===== src/rtl/vga_sram_frame_pattern_gen.sv =====
// Streams one frame of a test pattern into SRAM as (addr, data) beats with a valid/ready handshake.
// Pixels are visited in raster order; every coordinate and the address advance incrementally.
module vga_sram_frame_pattern_gen #(
  parameter int ADDR_BITS   = 20,
  parameter int DATA_BITS   = 16,
  parameter int H_RES       = 640,
  parameter int V_RES       = 480,
  parameter int COLOR_BITS  = 4,
  parameter int GRAD_SHIFT  = 5,
  parameter int CHECK_SHIFT = 5
) (
  input  logic                      clk,
  input  logic                      reset_n,
  input  logic                      start,
  input  logic [1:0]                mode,
  input  logic [ADDR_BITS-1:0]      base_addr,
  input  logic [3*COLOR_BITS-1:0]   fill_color,
  output logic [ADDR_BITS-1:0]      addr,
  output logic [DATA_BITS-1:0]      data,
  output logic                      valid,
  input  logic                      ready,
  output logic                      busy,
  output logic                      done
);

  localparam int CW = (H_RES > 1) ? $clog2(H_RES) : 1;
  localparam int RW = (V_RES > 1) ? $clog2(V_RES) : 1;
  localparam int BW = (H_RES >= 8) ? H_RES / 8 : 1;
  localparam int PW = 3 * COLOR_BITS;
  localparam logic [COLOR_BITS-1:0] CMAX  = '1;
  localparam logic [COLOR_BITS-1:0] CZERO = '0;

  typedef enum logic [1:0] {IDLE, RUN, DONE} state_e;

  state_e                 state_q,   state_d;
  logic [ADDR_BITS-1:0]   addr_q,    addr_d;
  logic [DATA_BITS-1:0]   data_q,    data_d;
  logic                   valid_q,   valid_d;
  logic                   busy_q,    busy_d;
  logic                   done_q,    done_d;
  logic [CW-1:0]          col_q,     col_d;
  logic [RW-1:0]          row_q,     row_d;
  logic [2:0]             bar_q,     bar_d;
  logic [CW-1:0]          bar_pos_q, bar_pos_d;
  logic [1:0]             mode_q,    mode_d;
  logic [PW-1:0]          fill_q,    fill_d;

  function automatic logic [DATA_BITS-1:0] pixel(
    input logic [1:0]    m,
    input logic [PW-1:0] fill,
    input logic [CW-1:0] col,
    input logic [RW-1:0] row,
    input logic [2:0]    bar
  );
    logic [31:0]           cx, rx;
    logic [COLOR_BITS-1:0] grey;
    logic                  chk;
    logic [PW-1:0]         rgb;
    cx   = 32'(col);
    rx   = 32'(row);
    grey = COLOR_BITS'(cx >> GRAD_SHIFT);
    chk  = |(((cx >> CHECK_SHIFT) ^ (rx >> CHECK_SHIFT)) & 32'd1);
    case (m)
      2'd0:    rgb = {bar[2] ? CMAX : CZERO, bar[1] ? CMAX : CZERO, bar[0] ? CMAX : CZERO};
      2'd1:    rgb = {grey, grey, grey};
      2'd2:    rgb = {PW{chk}};
      default: rgb = fill;
    endcase
    pixel = '0;
    pixel[DATA_BITS-1 -: PW] = rgb;
  endfunction

  always_comb begin
    // NOTE: every _d takes its _q value first, so no path through this block can infer a latch.
    state_d   = state_q;
    addr_d    = addr_q;
    data_d    = data_q;
    valid_d   = valid_q;
    busy_d    = busy_q;
    done_d    = done_q;
    col_d     = col_q;
    row_d     = row_q;
    bar_d     = bar_q;
    bar_pos_d = bar_pos_q;
    mode_d    = mode_q;
    fill_d    = fill_q;
    case (state_q)
      RUN: begin
        if (valid_q && ready) begin
          if (col_q == CW'(H_RES - 1) && row_q == RW'(V_RES - 1)) begin
            state_d = DONE;
            valid_d = 1'b0;
            busy_d  = 1'b0;
            done_d  = 1'b1;
          end else begin
            addr_d = addr_q + ADDR_BITS'(1);
            if (col_q == CW'(H_RES - 1)) begin
              col_d     = '0;
              row_d     = row_q + RW'(1);
              bar_d     = '0;
              bar_pos_d = '0;
            end else begin
              col_d = col_q + CW'(1);
              // The last bar stops counting so it swallows any leftover columns.
              if (bar_q != 3'd7) begin
                if (bar_pos_q == CW'(BW - 1)) begin
                  bar_d     = bar_q + 3'd1;
                  bar_pos_d = '0;
                end else begin
                  bar_pos_d = bar_pos_q + CW'(1);
                end
              end
            end
            data_d = pixel(mode_q, fill_q, col_d, row_d, bar_d);
          end
        end
      end
      default: begin
        if (start) begin
          state_d   = RUN;
          mode_d    = mode;
          fill_d    = fill_color;
          addr_d    = base_addr;
          col_d     = '0;
          row_d     = '0;
          bar_d     = '0;
          bar_pos_d = '0;
          valid_d   = 1'b1;
          busy_d    = 1'b1;
          done_d    = 1'b0;
          data_d    = pixel(mode, fill_color, '0, '0, '0);
        end
      end
    endcase
  end

  // NOTE: state flops use non-blocking assignments so every register samples pre-edge values.
  always_ff @(posedge clk or negedge reset_n) begin
    if (!reset_n) begin
      state_q   <= IDLE;
      addr_q    <= '0;
      data_q    <= '0;
      valid_q   <= 1'b0;
      busy_q    <= 1'b0;
      done_q    <= 1'b0;
      col_q     <= '0;
      row_q     <= '0;
      bar_q     <= '0;
      bar_pos_q <= '0;
      mode_q    <= '0;
      fill_q    <= '0;
    end else begin
      state_q   <= state_d;
      addr_q    <= addr_d;
      data_q    <= data_d;
      valid_q   <= valid_d;
      busy_q    <= busy_d;
      done_q    <= done_d;
      col_q     <= col_d;
      row_q     <= row_d;
      bar_q     <= bar_d;
      bar_pos_q <= bar_pos_d;
      mode_q    <= mode_d;
      fill_q    <= fill_d;
    end
  end

  assign addr  = addr_q;
  assign data  = data_q;
  assign valid = valid_q;
  assign busy  = busy_q;
  assign done  = done_q;

endmodule

===== config.mk =====
export PLATFORM = sky130hd
export DESIGN_NAME = vga_sram_frame_pattern_gen
export DESIGN_NICKNAME = d
export VERILOG_FILES = /design/src/rtl/vga_sram_frame_pattern_gen.sv
export SDC_FILE = /design/constraint.sdc
export NUM_CORES = 1
export LEC_CHECK = 0
export ABC_AREA = 1
export CORE_MARGIN = 10
export CORE_UTILIZATION = 40
export CTS_CLUSTER_DIAMETER = 120
export DETAILED_ROUTE_END_ITERATION = 8
export HOLD_SLACK_MARGIN = 0.03
export PLACE_DENSITY = 0.66
export SYNTH_ARGS = -nofsm -noshare
export SYNTH_HDL_FRONTEND = slang
export SYNTH_SLANG_ARGS = --single-unit

===== constraint.sdc =====
create_clock -name clk -period 4 [get_ports clk]
set_clock_uncertainty 0.05 [all_clocks]
set_input_delay 0.8 -clock clk [delete_from_list [all_inputs] [get_ports clk]]
set_output_delay 0.8 -clock clk [all_outputs]
set_load 0.05 [all_outputs]

==> out/summary.txt <==
n_diodes = 0
die extent in x = 128 um
Crit Path Category = flip-flop to flip-flop
Yosys cell types = 47
Cell Int Power = 2.35 mW
CTS Hold Buffers Added = 0
part of the power in the clock network = 19.2%
CP peak stage delay = 0.55 ns
NumNets Final = 701
sequential power share = 31.4%
P_leak = 2.59 nW
Clock Path Buffers = 2
Largest delay share family, worst path = buffers and inverters
P&R area growth vs syn = 23.7%
startpoint types = flip-flop
drt first-iter violations = 377
Hold Path Class = flip-flop to flip-flop
asr flop ratio synth = 100%
# setup viols final = 0
EDFF count, synth = 0
pwr dens = 760 mW/mm2
CTS H-tree lvls = 3
Multi-input gate area = 0.00233 mm2
hpwl dp = 8.81 mm
syn_area_per_cell = 7.90 um2
clk sinks = 80
DIE AREA = 0.0164 mm2
Setup Fix Bufs, Post-CTS = 0
post-detailed-route wirelength per cell = 15.4 um
Seq cells post-synth = 80
crit path time final = 3.06 ns
Clock Latency Late Sink = 0.33 ns
post-layout worst setup margin = 0.939 ns
buffers plus inverters on the worst setup path = 5
Routed WL = 12.4 mm
max_cap viols = 0
TNS Setup = 0 ns
Max FO, Critical Path = 53
crit end category = flip-flop
Core Area = 0.0114 mm2
final worst path period share = 76.5%
Die Ht = 128 um
DRC Markers = 0
layout cell share with drive strength beyond 1 = 8.01%
Site Rows = 39
R2R Setup Slk = 0.94 ns
Pre-Repair DR Iteration Count = 5
Worst Tran Pin Value = 1.03 ns
slowest cell on the critical path = inv_1
FMAX = 327 MHz
global-route wire length before repair = 21.0 mm
top_reg_cell synth = dfrtp_1
status = finished clean
starting density of the core = 40.9%
vias in the first global route = 4,305
Seq. cell area = 0.00200 mm2
Tot GR Track Use = 15.2%
CTS clk-pin slew, worst paths = 0.06 ns
IO Pins = 77
area of the mapped netlist = 0.00468 mm2
worst slack, placed = 0.828 ns
fillcell total = 1,130
Root Driver = clkbuf_16
post_cts resized = 0
Final GP Congestion = 0.897
CTS buffer count = 9
Routed Antenna Nets = 0
WP data required = 4.17 ns
Synth Instances = 592
CP arrival = 3.23 ns
synth warn = 0
combinational share of power = 49.4%
CTS tree = done
Slew HR = 31.6%
largest net degree at the start of global routing = 81
# port buffers = 72
Tot Pwr = 4.40 mW
RSZ-0062 raised after global routing = no
Sw Share = 46.7%
final hold violation count = 0
gr ovfl total = 0
via count = 4,240
peak supply drop = 0.500 mV
Psw = 2.05 mW
Seq/Total Area, Yosys = 42.8%
CP Cell Sequence = inv_1 -> nor2_4 -> inv_1 -> nand2_1 -> buf_4 -> nand2_1 -> nand2_4 -> inv_4 -> nand2_8 -> inv_4 -> o21ai_1 -> o21a_1
antenna violations before repair = 0
drt via density = 5.27
Slew Viols, Final = 0
## sequential cells by signal, indices dropped and copies added (netlist names), 3 cells and up
| signal | flops |
|---|---|
| data | 12 |
| bar_q | 3 |
| row_q | 9 |
| bar_pos_q | 10 |
| addr | 20 |
| col_q | 10 |
| fill_q | 12 |
## cell type report
class	count	share of cell area (%)
clock buffer	11	4.37
clock inverter	5	0.952
inverter	59	3.92
multi-input combinational	432	40.2
sequential	80	34.6
tap	143	3.09
timing repair buffer	75	12.8
## worst paths after layout
| kind | start | to | cells after the start |
|---|---|---|---|
| setup / recovery | state_q[0] | row_q[4] | 12 |
| hold / removal | fill_q[0] | fill_q[0] | 1 |
| setup reg to reg | state_q[0] | row_q[4] | 12 |
| hold reg to reg | fill_q[0] | fill_q[0] | 1 |
| max in group asynchronous | reset_n | addr[0] | 1 |
| min in group asynchronous | reset_n | bar_pos_q[0] | 1 |
## worst reg2reg max path, cell delays in order, from the launching register on
cell and delay (ns):
dfrtp_1 0.41, inv_1 0.12, nor2_4 0.04, inv_1 0.55, nand2_1 0.11, buf_4 0.25, nand2_1 0.15, nand2_4 0.27
inv_4 0.54, nand2_8 0.15, inv_4 0.13, o21ai_1 0.08, o21a_1 0.11
## cells by family (layout without fill, tap and decap cells)
kind of cell	count (synthesis)	in the layout	synth area share, %
mux	12	12	2.89
simple gates	264	264	25.9
fa+ha+maj	6	6	1.61
other cells	1	4	0.0802
buf+inv	83	150	7.81
compound gates	131	131	16.1
xor+xnor	15	15	2.81
flops	80	80	42.8
## cell usage after synthesis, types with 4 or more instances
cell type	number	area, um2
buf_4	7	52.6
nor2_1	66	248
nand4_1	21	131
mux2_2	12	135
ha_1	6	75.1
o21bai_1	13	97.6
nand2_1	114	428
xor2_1	15	131
dfrtp_1	80	2000
clkbuf_1	8	30.0
nand3_1	29	145
nor3_1	15	75.1
inv_1	56	210
o22ai_1	4	25.0
o21ai_0	46	230
buf_2	6	30.0
a21oi_1	46	230
## cell usage in the layout, fill, tap and decap left out, drive strengths merged, types with 6 or more instances in the layout
cell           synthesis  layout
o21bai                13      13
nand4                 21      21
inv                   59      59
nor3                  16      16
a21oi                 48      48
nand3                 30      30
xor2                  15      15
mux2                  12      12
dfrtp                 80      80
nor2                  68      68
ha                     6       6
o21ai                 50      50
clkdlybuf4s50          0      71
nand2                119     119
clkbuf                 8      11
## power by group through the flow
stage | clock, mW | combinational [mW] | sequential (mW)
floorplan | 0 | 1.01 | 1.89
global placement | 0 | 2.15 | 1.38
detailed placement | 0 | 2.18 | 1.39
CTS | 0.860 | 2.19 | 1.38
global route | 0.894 | 2.37 | 1.43
finish | 0.845 | 2.17 | 1.38
## layer usage
layer	track usage (%)	part of all wire, %	up-vias	routed length [um]
li1	-	-	2116	-
met1	20.0	46	1971	5670
met2	24.1	46	138	5660
met5	0	0	-	0
met3	4.47	7.4	15	915
met4	3.71	1.3	0	159
## stage by stage
step | util (%) | area (um2) | hold WS [ns] | std cells
after global routing | 50.6 | 5780 | 0.464 | 805
final | 50.6 | 5780 | 0.449 | 805
after global placement | 48.0 | 5480 | 0.432 | 789
after floorplan | - | 4690 | 0.414 | 595
after CTS | 50.6 | 5780 | 0.453 | 805
after detailed placement | 48.0 | 5480 | 0.438 | 789
Power figures use the tool's default switching activity.
